### src/rtl/cache_def.sv
// ---------------------------------------------------------------------------
// cache_def
// Shared types for the cache subsystem's memory interface.
//   mem_req_type  : {addr, data[127:0], rw, valid}, rw = 1 means write
//   mem_data_type : {data[127:0], ready}
//   line_addr()   : clears the byte-in-line offset bits of an address
// ---------------------------------------------------------------------------
package cache_def;

    localparam int LINE_OFFSET_BITS = 4;

    typedef struct packed {
        logic [31:0]  addr;
        logic [127:0] data;
        logic         rw;
        logic         valid;
    } mem_req_type;

    typedef struct packed {
        logic [127:0] data;
        logic         ready;
    } mem_data_type;

    function automatic logic [31:0] line_addr(input logic [31:0] a);
        return a & ~32'((1 << LINE_OFFSET_BITS) - 1);
    endfunction

endpackage

### src/rtl/mm_watchdog.sv
// ---------------------------------------------------------------------------
// mm_watchdog
// Response watchdog for cache_mem_master. Counts cycles spent waiting for
// 'ready' and flags expiry when the wait reaches TIMEOUT_CYCLES.
//   clk_i, rst_ni : clock, asynchronous active-low reset
//   en_i          : high while a request is outstanding (a WAIT state)
//   ready_i       : responder acknowledge
//   expired_o     : combinational, high in the cycle whose edge completes
//                   TIMEOUT_CYCLES waiting cycles without 'ready'
// TIMEOUT_CYCLES = 0 disables the watchdog.
// ---------------------------------------------------------------------------
module mm_watchdog #(
    parameter int unsigned TIMEOUT_CYCLES = 65535
) (
    input  logic clk_i,
    input  logic rst_ni,
    input  logic en_i,
    input  logic ready_i,
    output logic expired_o
);

    logic [15:0] count_q;
    logic [16:0] count_next;

    // Counter is held at zero outside WAIT states, so every WAIT entry
    // starts a fresh count.
    always_ff @(posedge clk_i or negedge rst_ni) begin
        if (!rst_ni) begin
            count_q <= '0;
        end else if (!en_i) begin
            count_q <= '0;
        end else if (!ready_i) begin
            count_q <= count_q + 16'd1;
        end
    end

    // Compare the value the counter is about to take, so the error lands on
    // the edge that ends the last allowed waiting cycle.
    assign count_next = {1'b0, count_q} + 17'd1;
    assign expired_o  = en_i && !ready_i && (TIMEOUT_CYCLES != 0)
                        && (count_next == 17'(TIMEOUT_CYCLES));

endmodule

### src/rtl/cache_mem_master.sv
// ---------------------------------------------------------------------------
// cache_mem_master
// Memory-side initiator of the cache: turns a miss (with optional dirty
// victim writeback) into mem_req_type transactions, collects the returned
// line and hands it back as a one-cycle fill. A watchdog aborts requests the
// responder never acknowledges.
//   clk_i, rst_ni     : clock, asynchronous active-low reset
//   miss_req_i        : miss request, accepted while miss_ready_o is high
//   miss_addr_i       : byte address of the missing line
//   dirty_i           : victim must be written back first
//   victim_addr_i/data: victim line address and contents
//   miss_ready_o      : idle, able to accept a miss
//   fill_valid_o      : one-cycle fill strobe
//   fill_addr_o/data_o: filled line address and data (held between fills)
//   mem_request_o     : registered request toward memory
//   mem_result_i      : memory response {data, ready}
//   err_o             : sticky watchdog timeout flag
//   err_clr_i         : clears err_o and leaves ERROR
// ---------------------------------------------------------------------------
module cache_mem_master
    import cache_def::*;
#(
    parameter int unsigned TIMEOUT_CYCLES = 65535
) (
    input  logic         clk_i,
    input  logic         rst_ni,
    input  logic         miss_req_i,
    input  logic [31:0]  miss_addr_i,
    input  logic         dirty_i,
    input  logic [31:0]  victim_addr_i,
    input  logic [127:0] victim_data_i,
    output logic         miss_ready_o,
    output logic         fill_valid_o,
    output logic [31:0]  fill_addr_o,
    output logic [127:0] fill_data_o,
    output mem_req_type  mem_request_o,
    input  mem_data_type mem_result_i,
    output logic         err_o,
    input  logic         err_clr_i
);

    typedef enum logic [2:0] {
        IDLE,
        WB_WAIT,
        RD_ISSUE,
        RD_WAIT,
        FILL,
        ERROR
    } state_e;

    state_e       state_q, state_d;
    mem_req_type  req_q, req_d;
    logic [31:0]  miss_addr_q, miss_addr_d;
    logic [31:0]  fill_addr_q, fill_addr_d;
    logic [127:0] fill_data_q, fill_data_d;
    logic         err_q, err_d;
    logic         in_wait;
    logic         expired;

    assign in_wait = (state_q == WB_WAIT) || (state_q == RD_WAIT);

    mm_watchdog #(
        .TIMEOUT_CYCLES(TIMEOUT_CYCLES)
    ) u_watchdog (
        .clk_i    (clk_i),
        .rst_ni   (rst_ni),
        .en_i     (in_wait),
        .ready_i  (mem_result_i.ready),
        .expired_o(expired)
    );

    always_ff @(posedge clk_i or negedge rst_ni) begin
        if (!rst_ni) begin
            state_q <= IDLE;
        end else begin
            state_q <= state_d;
        end
    end

    // Request, captured miss address, fill registers and error flag. Reset
    // clears the request immediately so an aborted transaction never
    // completes.
    always_ff @(posedge clk_i or negedge rst_ni) begin
        if (!rst_ni) begin
            req_q       <= '0;
            miss_addr_q <= '0;
            fill_addr_q <= '0;
            fill_data_q <= '0;
            err_q       <= 1'b0;
        end else begin
            req_q       <= req_d;
            miss_addr_q <= miss_addr_d;
            fill_addr_q <= fill_addr_d;
            fill_data_q <= fill_data_d;
            err_q       <= err_d;
        end
    end

    // 'ready' is only looked at in the WAIT states; stray acks elsewhere
    // (e.g. while memory boots) fall through untouched. A timeout can only
    // occur in a WAIT state, so it always takes precedence over err_clr_i.
    always_comb begin
        state_d     = state_q;
        req_d       = req_q;
        miss_addr_d = miss_addr_q;
        fill_addr_d = fill_addr_q;
        fill_data_d = fill_data_q;
        err_d       = err_q;

        unique case (state_q)
            IDLE: begin
                if (miss_req_i) begin
                    miss_addr_d = line_addr(miss_addr_i);
                    req_d.valid = 1'b1;
                    if (dirty_i) begin
                        req_d.addr = line_addr(victim_addr_i);
                        req_d.data = victim_data_i;
                        req_d.rw   = 1'b1;
                        state_d    = WB_WAIT;
                    end else begin
                        req_d.addr = line_addr(miss_addr_i);
                        req_d.data = '0;
                        req_d.rw   = 1'b0;
                        state_d    = RD_WAIT;
                    end
                end
            end
            WB_WAIT: begin
                if (expired) begin
                    req_d.valid = 1'b0;
                    err_d       = 1'b1;
                    state_d     = ERROR;
                end else if (mem_result_i.ready) begin
                    req_d.valid = 1'b0;
                    state_d     = RD_ISSUE;
                end
            end
            RD_ISSUE: begin
                req_d.addr  = miss_addr_q;
                req_d.data  = '0;
                req_d.rw    = 1'b0;
                req_d.valid = 1'b1;
                state_d     = RD_WAIT;
            end
            RD_WAIT: begin
                if (expired) begin
                    req_d.valid = 1'b0;
                    err_d       = 1'b1;
                    state_d     = ERROR;
                end else if (mem_result_i.ready) begin
                    fill_data_d = mem_result_i.data;
                    fill_addr_d = miss_addr_q;
                    req_d.valid = 1'b0;
                    state_d     = FILL;
                end
            end
            FILL: begin
                state_d = IDLE;
            end
            ERROR: begin
                if (err_clr_i) begin
                    err_d   = 1'b0;
                    state_d = IDLE;
                end
            end
            default: begin
                state_d = IDLE;
            end
        endcase
    end

    assign miss_ready_o  = (state_q == IDLE);
    assign fill_valid_o  = (state_q == FILL);
    assign fill_addr_o   = fill_addr_q;
    assign fill_data_o   = fill_data_q;
    assign mem_request_o = req_q;
    assign err_o         = err_q;

endmodule

### config.mk
export PLATFORM = sky130hd
export DESIGN_NAME = cache_mem_master
export DESIGN_NICKNAME = d
export VERILOG_FILES = /design/src/rtl/cache_def.sv /design/src/rtl/mm_watchdog.sv /design/src/rtl/cache_mem_master.sv
export SDC_FILE = /design/constraint.sdc
export NUM_CORES = 1
export LEC_CHECK = 0
export BUFFER_PORTS_ARGS = -buffer_cell sky130_fd_sc_hd__buf_4
export CAP_MARGIN = 0
export CORE_AREA = 2 2 256 258
export DETAILED_ROUTE_END_ITERATION = 10
export DIE_AREA = 0 0 258 260
export PLACE_DENSITY_LB_ADDON = 0.12
export SLEW_MARGIN = 15
export SYNTH_ARGS = -nofsm -noshare
export SYNTH_HDL_FRONTEND = slang
export SYNTH_SLANG_ARGS = --single-unit
### constraint.sdc
create_clock -name clk_i -period 2.05 [get_ports clk_i]
set_clock_uncertainty 0.2 [all_clocks]
set_input_delay 0.41 -clock clk_i [delete_from_list [all_inputs] [get_ports clk_i]]
set_output_delay 0.41 -clock clk_i [all_outputs]
set_load 0.02 [all_outputs]
==> results.txt <==
Syn Inst Count: 1040
Hold WC Path Type: in2reg
sequential share of power: 0.334
Worst EP arrival: 1410 ps
clock insertion delay at the later pin of the skew report: 550 ps
DRT antenna net count: 0
Fillers: 6157
Multi-input gate area: 0.00501 mm^2
power share of the clock group: 0.240
Routability Congestion: 0.803
DRC: 0
total grt overflow: 0
pwr dens: 1360 mW/mm^2
number of detailed-route iterations in the first pass: 4
Starting Density: 0.223
GRT Resource Usage Total: 0.153
M1 WL: 21.2 mm
clock sink count: 362
Avg Cell Area, Syn: 13.8 um^2
die width: 258 um
pre-CTS setup slack: -65.8 ps
max_cap viols: 0
crit end category: output pin
Final WS setup: 31.5 ps
Clock transition at path regs: 60 ps
commonest non-fill, non-tap cells in the layout: 688 x buf_4, 356 x dfrtp_1, 287 x dlygate4sd3_1, 184 x mux2_2, 129 x a22o_1
Area Growth Syn to Fin: 76.8%
Routed met2 length: 27.2 mm
pin count of the biggest net entering global routing: 65
net switching share of the total power: 0.358
Worst-Margin Slew: 541 ps
overall power: 34.3 mW
core area: 0.0641 mm^2
Critical Path RT: 1440 ps
top layer in use: met4
hold slack: 67.2 ps
DR vias/cell: 4.19
CTS Buf Count: 45
design area: 0.0253 mm^2
DIE AREA: 0.0671 mm^2
final number of setup-violating endpoints: 0
Post-synth top flop: dfrtp_1
Max FO, Critical Path: 5
CP Class: reg2out
commonest non-fill, non-tap cell in the layout: buf_4
mapped cell area: 0.0143 mm^2
Die Y: 260 um
share of cells above drive strength 1: 0.495
YS warnings: 0
Max-slew headroom: 0.639
wire length on met3: 3.68 mm
Post-synth EDFFs: 0
Hold Vio Cnt, Final: 0
leakage power: 12.1 nW
vias in the first global route: 13160
internal power: 22.1 mW
dpl cell area: 0.0206 mm^2
htree depth: 2
DRT iter0 DRCs: 424
Seq/Total Area, Yosys: 0.633
CTS tree: built
buffers added on ports: 634
WL/cell: 18.5 um
CTS root buffer: clkbuf_16
Post-Route WL: 53.6 mm
post-route clock period utilization: 0.985
final critical-path required period: 2020 ps
first-pass GRT wire length: 79.8 mm
worst-case clock buffer depth: 3
combinational share of power: 0.426
status: finished, final reports clean
I/O pin count: 651
Max Fclk: 495 MHz
synthesized flop and latch total: 362
count of unique library cells instantiated by Yosys: 48
Nets: 2345
dpl hpwl: 39.1 mm
Slew Viols, Final: 0
register area: 0.00907 mm^2
initial antenna violation count: 0
RSZ-0062 raised after global routing: true
via count: 12162
Net Switching: 12.3 mW
site row count: 93
VDD IR max: 558 uV
async set-reset flop share out of synthesis: 1.00
crit start category: flip-flop
-- layout make-up --
cell class              count  share of cell area
inverters                   7             0.00114
clock inverters             6             0.00529
diodes                      1           0.0000989
repair buffers           1006               0.339
clock buffers              74              0.0556
flip-flops and latches    362               0.358
well taps                 855              0.0423
multi-input cells         595               0.198
-- layer usage --
metal | vias to the layer above | global-route usage
met1 | 5928 | 0.179
li1 | 5695 | -
met2 | 449 | 0.268
met4 | 0 | 0.0536
met5 | - | 0
met3 | 90 | 0.0432
-- through the flow --
stage / std cells / utilization / setup TNS (ps)
6_report: 2906 / 0.395 / 0
5_1_grt: 2905 / 0.395 / -202
4_1_cts: 2899 / 0.392 / -103
3_5_place_dp: 2525 / 0.322 / -375
3_3_place_gp: 2525 / 0.322 / -189
2_1_floorplan: 1047 / - / 0
-- cells in the mapped netlist, drive strengths merged (2+ instances only) --
master / instances / area (um^2)
inv: 7 / 26.3
o22ai: 2 / 12.5
and4: 3 / 28.8
xor2: 8 / 70.1
mux2: 185 / 2080
o21ai: 60 / 300
clkbuf: 23 / 86.3
nor4b: 2 / 23.8
nand4: 2 / 12.5
nor3: 8 / 45.0
nor2b: 3 / 18.8
a211oi: 2 / 15.0
a21oi: 10 / 50.1
ha: 2 / 25.0
mux2i: 28 / 280
a31o: 2 / 17.5
nor2: 27 / 101
xnor2: 9 / 78.8
nand3: 10 / 60.1
and2: 2 / 12.5
nand2: 74 / 280
a22o: 129 / 1130
nand2b: 2 / 12.5
buf: 61 / 342
and3: 4 / 25.0
dfrtp: 362 / 9060
-- worst max-delay path, stage by stage (launching register included) --
cell,delay (ps)
dfrtp_2,450
nor3_4,250
buf_6,150
-- path summary, 6_finish.rpt --
path / startpoint / end / slack (ps) / cells past startpoint
worst min-delay path: victim_addr_i[11] / mem_request_o[141] / 70 / 5
worst max register to register: u_watchdog.count_q[0] / state_q[2] / 60 / 8
max in group asynchronous: rst_ni / fill_addr_o[25] / 730 / 3
worst max-delay path: state_q[2] / miss_ready_o / 30 / 2
worst min register to register: mem_request_o[1] / mem_request_o[1] / 290 / 1
min in group asynchronous: rst_ni / fill_data_o[123] / 180 / 2
-- power groups by stage --
stage | logic [mW] | registers [mW] | clock network, mW
CTS | 14.8 | 11.5 | 8.57
floorplan | 4.48 | 14.2 | 0
detailed placement | 14.3 | 11.6 | 0
global placement | 14.2 | 11.5 | 0
global route | 15.6 | 11.8 | 8.87
finish | 14.6 | 11.5 | 8.24
-- kinds of logic after synthesis --
| kind of cell | after synthesis | synth area share |
|---|---|---|
| muxes | 213 | 0.165 |
| AOI/OAI and AO/OA | 214 | 0.113 |
| buffers and inverters | 91 | 0.0317 |
| xor gates and xnor gates | 17 | 0.0104 |
| and+or+nand+nor | 140 | 0.0448 |
| other | 1 | 0.000262 |
| adders and majority gates | 2 | 0.00175 |
| DFF | 362 | 0.633 |
-- flip-flops by register name, summed over array words and instances (netlist names) --
register            flops
state_q                 3
u_watchdog.count_q     16
fill_addr_o            28
miss_addr_q            28
err_o                   1
fill_data_o           128
mem_request_o         158
-- timing repair --
item / 4_1_cts / 5_1_grt
endpoints found under the hold margin: 346 / 0
pin swaps: 7 / 15
hold buffers: 287 / 0
cloned: 1 / 0
setup endpoints to repair: 46 / 82
gates resized for setup: 20 / 30
buffers inserted: 7 / 8
Note: power is estimated with default switching activity, not from simulation.
